### src/rtl/dmem_pkg.sv
// Shared types and constants for the data-memory arbiter slice.
package dmem_pkg;

   typedef enum logic [1:0] {
      IDLE,
      BURST,
      ERR
   } state_e;

   localparam int DMEM_DEPTH = 64;
   localparam int LEN_W      = 2;

   typedef logic mid_t;

endpackage

### src/rtl/rr_arbiter2.sv
// Two-way round-robin pick: a lone requester wins, on contention the
// master that was not served last wins.
module rr_arbiter2
   import dmem_pkg::*;
(
   input  logic [1:0] req_i,
   input  mid_t       last_served_i,
   output mid_t       winner_o,
   output logic       valid_o
);

   // Winner select; valid whenever anyone is requesting.
   always_comb begin
      valid_o  = |req_i;
      winner_o = (req_i == 2'b11) ? ~last_served_i : req_i[1];
   end

endmodule

### src/rtl/dmem_arbiter.sv
// Arbitrates the single-port data memory between the load/store unit (m0)
// and the debug/DMA loader (m1), expanding each grant into a 1-4 beat burst
// of memory strobes and returning read data one cycle after each read beat.
module dmem_arbiter
   import dmem_pkg::*;
#(
   parameter int DEPTH = DMEM_DEPTH,
   parameter int DW    = 32,
   parameter int AW    = 32
) (
   input  logic             clk,
   input  logic             reset,
   input  logic             m0_req,
   input  logic             m0_we,
   input  logic [AW-1:0]    m0_addr,
   input  logic [LEN_W-1:0] m0_len,
   input  logic [DW-1:0]    m0_wdata,
   output logic             m0_ack,
   output logic             m0_last,
   output logic             m0_err,
   output logic             m0_rvalid,
   output logic [DW-1:0]    m0_rdata,
   input  logic             m1_req,
   input  logic             m1_we,
   input  logic [AW-1:0]    m1_addr,
   input  logic [LEN_W-1:0] m1_len,
   input  logic [DW-1:0]    m1_wdata,
   output logic             m1_ack,
   output logic             m1_last,
   output logic             m1_err,
   output logic             m1_rvalid,
   output logic [DW-1:0]    m1_rdata,
   output logic             mem_we,
   output logic             mem_re,
   output logic [AW-1:0]    mem_addr,
   output logic [DW-1:0]    mem_wdata,
   input  logic [DW-1:0]    mem_rdata,
   output logic             busy
);

   state_e           state_q, state_d;
   mid_t             last_q, last_d;
   mid_t             id_q, id_d;
   logic             we_q, we_d;
   logic [AW-3:0]    base_q, base_d;
   logic [LEN_W-1:0] len_q, len_d;
   logic [LEN_W-1:0] beat_q, beat_d;
   logic [1:0]       rvalid_q, rvalid_d;
   logic [DW-1:0]    rdata0_q, rdata1_q;

   mid_t             win;
   logic             win_vld;
   logic             sel_we;
   logic [AW-1:0]    sel_addr;
   logic [LEN_W-1:0] sel_len;
   logic             sel_err;
   logic [1:0]       ack, last, err;

   rr_arbiter2 u_arb (
      .req_i         ({m1_req, m0_req}),
      .last_served_i (last_q),
      .winner_o      (win),
      .valid_o       (win_vld)
   );

   // Request fields of the arbitration winner and its legality check; the
   // end word is computed one bit wider so it cannot wrap.
   always_comb begin
      sel_we   = win ? m1_we   : m0_we;
      sel_addr = win ? m1_addr : m0_addr;
      sel_len  = win ? m1_len  : m0_len;
      sel_err  = (sel_addr[1:0] != 2'b00) ||
                 (({1'b0, sel_addr[AW-1:2]} + (AW-1)'(sel_len)) > (AW-1)'(DEPTH - 1));
   end

   // Next state: capture on grant in IDLE, count beats in BURST.
   always_comb begin
      state_d = state_q;
      last_d  = last_q;
      id_d    = id_q;
      we_d    = we_q;
      base_d  = base_q;
      len_d   = len_q;
      beat_d  = beat_q;
      unique case (state_q)
         IDLE: begin
            if (win_vld) begin
               last_d  = win;
               id_d    = win;
               we_d    = sel_we;
               base_d  = sel_addr[AW-1:2];
               len_d   = sel_len;
               beat_d  = '0;
               state_d = sel_err ? ERR : BURST;
            end
         end
         BURST: begin
            if (beat_q == len_q) begin
               beat_d  = '0;
               state_d = IDLE;
            end else begin
               beat_d  = beat_q + 1'b1;
            end
         end
         ERR:     state_d = IDLE;
         default: state_d = IDLE;
      endcase
   end

   // Per-master handshake and memory strobes, all zero outside BURST/ERR.
   always_comb begin
      ack       = '0;
      last      = '0;
      err       = '0;
      mem_we    = 1'b0;
      mem_re    = 1'b0;
      mem_addr  = '0;
      mem_wdata = '0;
      if (state_q == BURST) begin
         ack[id_q]  = 1'b1;
         last[id_q] = (beat_q == len_q);
         mem_we     = we_q;
         mem_re     = !we_q;
         mem_addr   = {2'b00, base_q + (AW-2)'(beat_q)};
         mem_wdata  = id_q ? m1_wdata : m0_wdata;
      end else if (state_q == ERR) begin
         ack[id_q]  = 1'b1;
         last[id_q] = 1'b1;
         err[id_q]  = 1'b1;
      end
   end

   // Read return fires for the owner of each read beat.
   always_comb begin
      rvalid_d    = '0;
      rvalid_d[0] = (state_q == BURST) && !we_q && (id_q == 1'b0);
      rvalid_d[1] = (state_q == BURST) && !we_q && (id_q == 1'b1);
   end

   // State, capture and read-return registers.
   always_ff @(posedge clk or posedge reset) begin
      if (reset) begin
         state_q  <= IDLE;
         last_q   <= 1'b1;
         id_q     <= 1'b0;
         we_q     <= 1'b0;
         base_q   <= '0;
         len_q    <= '0;
         beat_q   <= '0;
         rvalid_q <= '0;
         rdata0_q <= '0;
         rdata1_q <= '0;
      end else begin
         state_q  <= state_d;
         last_q   <= last_d;
         id_q     <= id_d;
         we_q     <= we_d;
         base_q   <= base_d;
         len_q    <= len_d;
         beat_q   <= beat_d;
         rvalid_q <= rvalid_d;
         if (rvalid_d[0]) rdata0_q <= mem_rdata;
         if (rvalid_d[1]) rdata1_q <= mem_rdata;
      end
   end

   assign m0_ack    = ack[0];
   assign m0_last   = last[0];
   assign m0_err    = err[0];
   assign m0_rvalid = rvalid_q[0];
   assign m0_rdata  = rdata0_q;
   assign m1_ack    = ack[1];
   assign m1_last   = last[1];
   assign m1_err    = err[1];
   assign m1_rvalid = rvalid_q[1];
   assign m1_rdata  = rdata1_q;
   assign busy      = (state_q != IDLE);

endmodule

### config.mk
export PLATFORM = sky130hd
export DESIGN_NAME = dmem_arbiter
export DESIGN_NICKNAME = d
export VERILOG_FILES = /design/src/rtl/dmem_pkg.sv /design/src/rtl/rr_arbiter2.sv /design/src/rtl/dmem_arbiter.sv
export SDC_FILE = /design/constraint.sdc
export NUM_CORES = 1
export LEC_CHECK = 0
export CORE_ASPECT_RATIO = 1.2
export CORE_UTILIZATION = 45
export CTS_CLUSTER_SIZE = 16
export DETAILED_ROUTE_END_ITERATION = 7
export GPL_ROUTABILITY_DRIVEN = 0
export PLACE_DENSITY = 0.91
export RECOVER_POWER = 100
export REMOVE_ABC_BUFFERS = 1
export SKIP_CTS_REPAIR_TIMING = 1
export SYNTH_ARGS = -nofsm -noshare
export SYNTH_HDL_FRONTEND = slang
export SYNTH_SLANG_ARGS = --single-unit
### constraint.sdc
create_clock -name clk -period 8.9 [get_ports clk]
set_input_delay 1.78 -clock clk [delete_from_list [all_inputs] [get_ports clk]]
set_output_delay 1.78 -clock clk [all_outputs]
set_load 0.01 [all_outputs]
Word-level counts from Yosys, hierarchy flattened. Cells that the tools add are included.

Output and inout port bits: 139. Word-level logic and storage cells: 61. Input bits: 170. Bits in registers: 105.

$lt $le $gt $ge: 3. Mux-type cells: 22. Eq/ne operators: 6. Add/subtract/negate cells: 3. Bitwise operators: 3. Reductions and logical operators: 14.

Operators with widths (number): 32-bit two-way mux (3); 30-bit by 2-bit adder with 31-bit output (1); 31-bit by 6-bit > comparator with 1-bit output (second input constant) (1); 30-bit by 2-bit adder with 30-bit output (1); 30-bit two-way mux (1); 2-bit two-way mux (10); 2-bit case mux with 2 select lines (2); 2-bit AND reduction (3); 2-bit nonzero test (3); 1-bit two-way mux (5); 2-bit equality test (second input constant) (2); 1-bit logical AND (4); 2-bit by 1-bit adder with 2-bit output (second input constant) (1); 2-bit bitwise AND (1); 2-bit by 1-bit equality test with 1-bit output (second input constant) (1); 2-bit equality test (1); 2-bit zero test (1); 1-bit by 2-bit less-than comparator with 1-bit output (second input constant) (1); 2-bit by 1-bit != test with 1-bit output (second input constant) (1); 2-bit != test (second input constant) (1); 1-bit NOT (2); 2-bit OR reduction (1); 1-bit demux with 1-bit select (1); 1-bit >= comparator (second input constant) (1); 2 further kinds (2).

Longest topological paths before layout.
Word-level depth: 9. Depth in mapped cells: 18. Mapped depth without buffers: 14.

Cells and area by module. From an unflattened synthesis, not the netlist that was laid out.

Cells, all modules: 670. Area, all modules: 6495.0 um^2.

Modules (own cells, without submodules): dmem_arbiter (seq. area each 2628.8 um^2, times used 1, area each 6481.2 um^2, cells an instance 668); rr_arbiter2 (seq. area each 0.0 um^2, times used 1, area each 13.8 um^2, cells an instance 2).

Worst setup path after synthesis. Ideal clock, no wire load.

Path type: input -> register. Start point: input port m1_req. End point: register state_q[1]. Arrival: 5436 ps. Setup time: 119 ps. Setup slack: 3345 ps. Buffers on the path: 4. Data required time: 8781 ps. Stages: 17. Cells stage by stage: a21bo_1 -> buf_6 -> buf_2 -> clkbuf_1 -> buf_1 -> nand2_1 -> nand2_1 -> ha_1 -> inv_1 -> fa_1 -> nor4_1 -> o22ai_1 -> a2111o_1 -> a221oi_1 -> and4_1 -> nand4_1 -> and2_1.

Longest elaborated chain between the ends: 9. Elaborated cells on any way between the ends: 14. Classes of those cells: add/sub (1); order compare (1); eq/ne (2); mux (6); reduce/logical (4).

RTL lines: from (decl) (line dmem_arbiter.sv:23) `input logic m1_req,`; 2-bit equality test (line rr_arbiter2.sv:15) `winner_o = (req_i == 2'b11) ? ~last_served_i : req_i[1];`; 1-bit two-way mux (*) (line rr_arbiter2.sv:15); 2-bit two-way mux (*) (line dmem_arbiter.sv:71) `sel_len = win ? m1_len : m0_len;`; via sel_len[0] (line dmem_arbiter.sv:55) `logic [LEN_W-1:0] sel_len;`; 30-bit by 2-bit adder with 31-bit output (*) (line dmem_arbiter.sv:73) `(({1'b0, sel_addr[AW-1:2]} + (AW-1)'(sel_len)) > (AW-1)'(DEPTH - 1));`; 31-bit by 6-bit > comparator with 1-bit output (*) (line dmem_arbiter.sv:73); 1-bit logical OR (*) (line dmem_arbiter.sv:72) `sel_err = (sel_addr[1:0] != 2'b00) ||`; 2-bit two-way mux (*) (line dmem_arbiter.sv:94) `state_d = sel_err ? ERR : BURST;`; 2-bit two-way mux (*) (line dmem_arbiter.sv:87) `if (win_vld) begin`; 2-bit case mux with 2 select lines (*) (line dmem_arbiter.sv:85) `unique case (state_q)`; to (signal assigned) (line dmem_arbiter.sv:154) `state_q <= state_d;`; to (decl) (line dmem_arbiter.sv:41) `state_e state_q, state_d;`.

The timed path passes the listed nets; every way through them passes the cells marked *. The select of a mux whose other input is x is not followed. A chain may end at the register's enable or synchronous reset.

==> metrics <==
outcome=finished with violations; violated checks=max-capacitance violations, max-slew violations; Total Routing Usage GR=~30%; # fillers=1005; post-synthesis mux area share=about a fifth; post-synthesis compound-gate area fraction=~10%; # port buffers=between 300 and 400; final core utilization=71.4%; largest family of logic cells by synthesized area=multiplexers; CTS tree=built; Worst Path Max Fanout=66; initial antenna violation count=5; num ports=~300; via count=roughly 6300; Max H-tree Level=3; Std-Cell Rows=47; power per cell area=139 nW/um^2; startpoint types=primary input; Initial Utilization=about 46%; Post-Syn Area=6390 um^2; vias in the first global route=6234; synth top area cells=dfrtp_1, mux2_2, mux2i_1; share of layout cells above drive strength 1=9.99%; Synth area leader=dfrtp_1; register area share after synthesis=41.1%; Post-DRT Antenna Nets=0; worst-margin pin slew=3420 ps; worst vdd ir=0.000117 V; Synth cell types=between 60 and 70; commonest non-fill, non-tap cells in the layout=clkdlybuf4s50_1, dlygate4sd3_1, dfrtp_1; cell count after synthesis=675; top_reg_cell synth=dfrtp_1; RSZ-0062 raised after global routing=no; Post-Synth Adder-Cell Area=around 1.4%; Final Cell Area=between 9000 and 10000 um^2; Setup CP Type=in2async; largest net degree at the start of global routing=67; ys async rst share=100%; worst hold path class=reg2reg; Die ar.=14700 um^2; critical path data required time=8570 ps; Synth warnings=0; clk root buf=clkbuf_16; slew margin rel.=-128%; Detailed Route Iter0 Violations=439; CP Capture Type=async pin; Pre-Repair DR Iteration Count=5; Mean Syn Cell Area=9.47 um^2; Syn-to-layout area delta=54.4%; final setup fails=0; max frequency=0.158 GHz; Clock Skew=13.4 ps; synthesized flop and latch total=105; Synth Area in Simple Gates=19.0%; Final Critical Period=6320 ps; Die Ht=approximately 130 um; WL/cell=roughly 19 um; Post-DP HPWL=17.4 mm; Clock transition at path regs=70 ps; total of max-cap violations=5; Leak=4.50 nW; clk_lat worst skew=340 ps; first-pass GRT wire length=between 30 and 40 mm; clk sinks=105; hold_ws=502 ps; Pins Over Slew Limit=215; Critical Path AT=5990 ps; core area=13800 um^2; Hold Fails Final Rpt=0; Die Width=around 110 um; Via-to-Cell Ratio=roughly 5.5; top cell type's share of synthesized area=40.7%; drt total wl=around 22 mm; CTS max path bufs=2; Final #Nets=between 1000 and 1500; Cell Area, Placed=9610 um^2; cts bufs inserted=9; global route overflow=0; crit share post-route=about 71%; drc violations=0; Post-Synth XOR/XNOR Area=under 10%; most common cell after layout, fill and taps aside=clkdlybuf4s50_1; setup_tns=0 ps; Post-synth EDFFs=0
==> synth_stat cells, types with 3 or more instances <==
cell type  number
o21ai_0        32
and3_1          8
o211ai_1        3
clkbuf_1       24
mux2i_1        56
nand2_1        72
a31oi_1        15
xnor2_1        11
ha_1            4
buf_2           3
xor2_1         23
nor2_1        101
mux2_2         66
or3_1           8
nor3_1         10
nand3_1        20
nor4_1          3
nand4_1        14
buf_1           5
a21oi_1        11
nand2b_1        5
and2_1         10
inv_1          10
dfrtp_1       104
a211oi_1        4
a21o_1          5
==> metrics by stage <==
stage | cells | worst slack [ps] | power, mW
6_report | 1145 | 2580 | 1.38
5_1_grt | 1143 | 1680 | 1.44
4_1_cts | 1142 | 3120 | 1.39
3_5_place_dp | 1126 | 2760 | 1.00
3_3_place_gp | 1126 | 2980 | 0.985
2_1_floorplan | 641 | 3220 | 0.795
==> where the power goes <==
group	total [mW]	switching, mW	internal [mW]
registers	0.611	0.0766	0.535
logic	0.375	0.172	0.203
clock network	0.390	0.189	0.201
==> registers in the layout, indices dropped and copies added, names as in the netlist <==
name,count
m0_rdata,32
m1_rdata,32
base_q,30
beat_q,2
len_q,2
rvalid_q,2
state_q,2
id_q,1
last_q,1
we_q,1
==> path summary, 6_finish.rpt <==
kind	from	to	slack (ps)	depth (start not counted)
max	reset	m1_rdata[21]$_DFFE_PP0P_	2580	3
min	m0_rdata[5]$_DFFE_PP0P_	m0_rdata[5]$_DFFE_PP0P_	500	1
max reg2reg	id_q$_DFFE_PP0P_	m1_rdata[12]$_DFFE_PP0P_	4480	4
min reg2reg	m0_rdata[5]$_DFFE_PP0P_	m0_rdata[5]$_DFFE_PP0P_	500	1
max in group clk	m1_req	state_q[0]$_DFFE_PP0P_	3010	15
min in group asynchronous	reset	m1_rdata[14]$_DFFE_PP0P_	2380	2
==> worst max-delay path, cell delays in order <==
cell,delay (ps)
dlygate4sd3_1,550
clkinvlp_2,1120
clkbuf_1,2490
==> cell type report <==
| cell class | count | area [um^2] | area share [%] |
|---|---|---|---|
| Sequential cell | 105 | 2630 | 26.6 |
| Tap cell | 171 | 214 | 2.17 |
| Clock inverter | 6 | 50.0 | 0.507 |
| Antenna cell | 3 | 7.51 | 0.0761 |
| Multi-Input combinational cell | 526 | 3580 | 36.3 |
| Inverter | 10 | 38.8 | 0.393 |
| Clock buffer | 10 | 239 | 2.42 |
| Timing Repair Buffer | 314 | 3110 | 31.5 |
==> kinds of logic after synthesis <==
| family | after synthesis |
|---|---|
| DFF | 105 |
| adders and majority gates | 6 |
| xor gates and xnor gates | 34 |
| muxes | 123 |
| buffers and inverters | 45 |
| and+or+nand+nor | 264 |
| AOI/OAI and AO/OA | 97 |
| other | 1 |
==> metal layers <==
metal / vias to the layer above / routed length, um / share of wire [%] / global-route usage [%]
li1: 2978 / - / - / -
met1: 3033 / 8790 / 40 / 36.5
met2: 301 / 10900 / 50 / 51.3
met3: 32 / 1870 / 8.4 / 7.92
met4: 4 / 473 / 2.1 / 8.44
met5: - / 24 / 0.11 / 0
(Power assumes the default switching activity.)
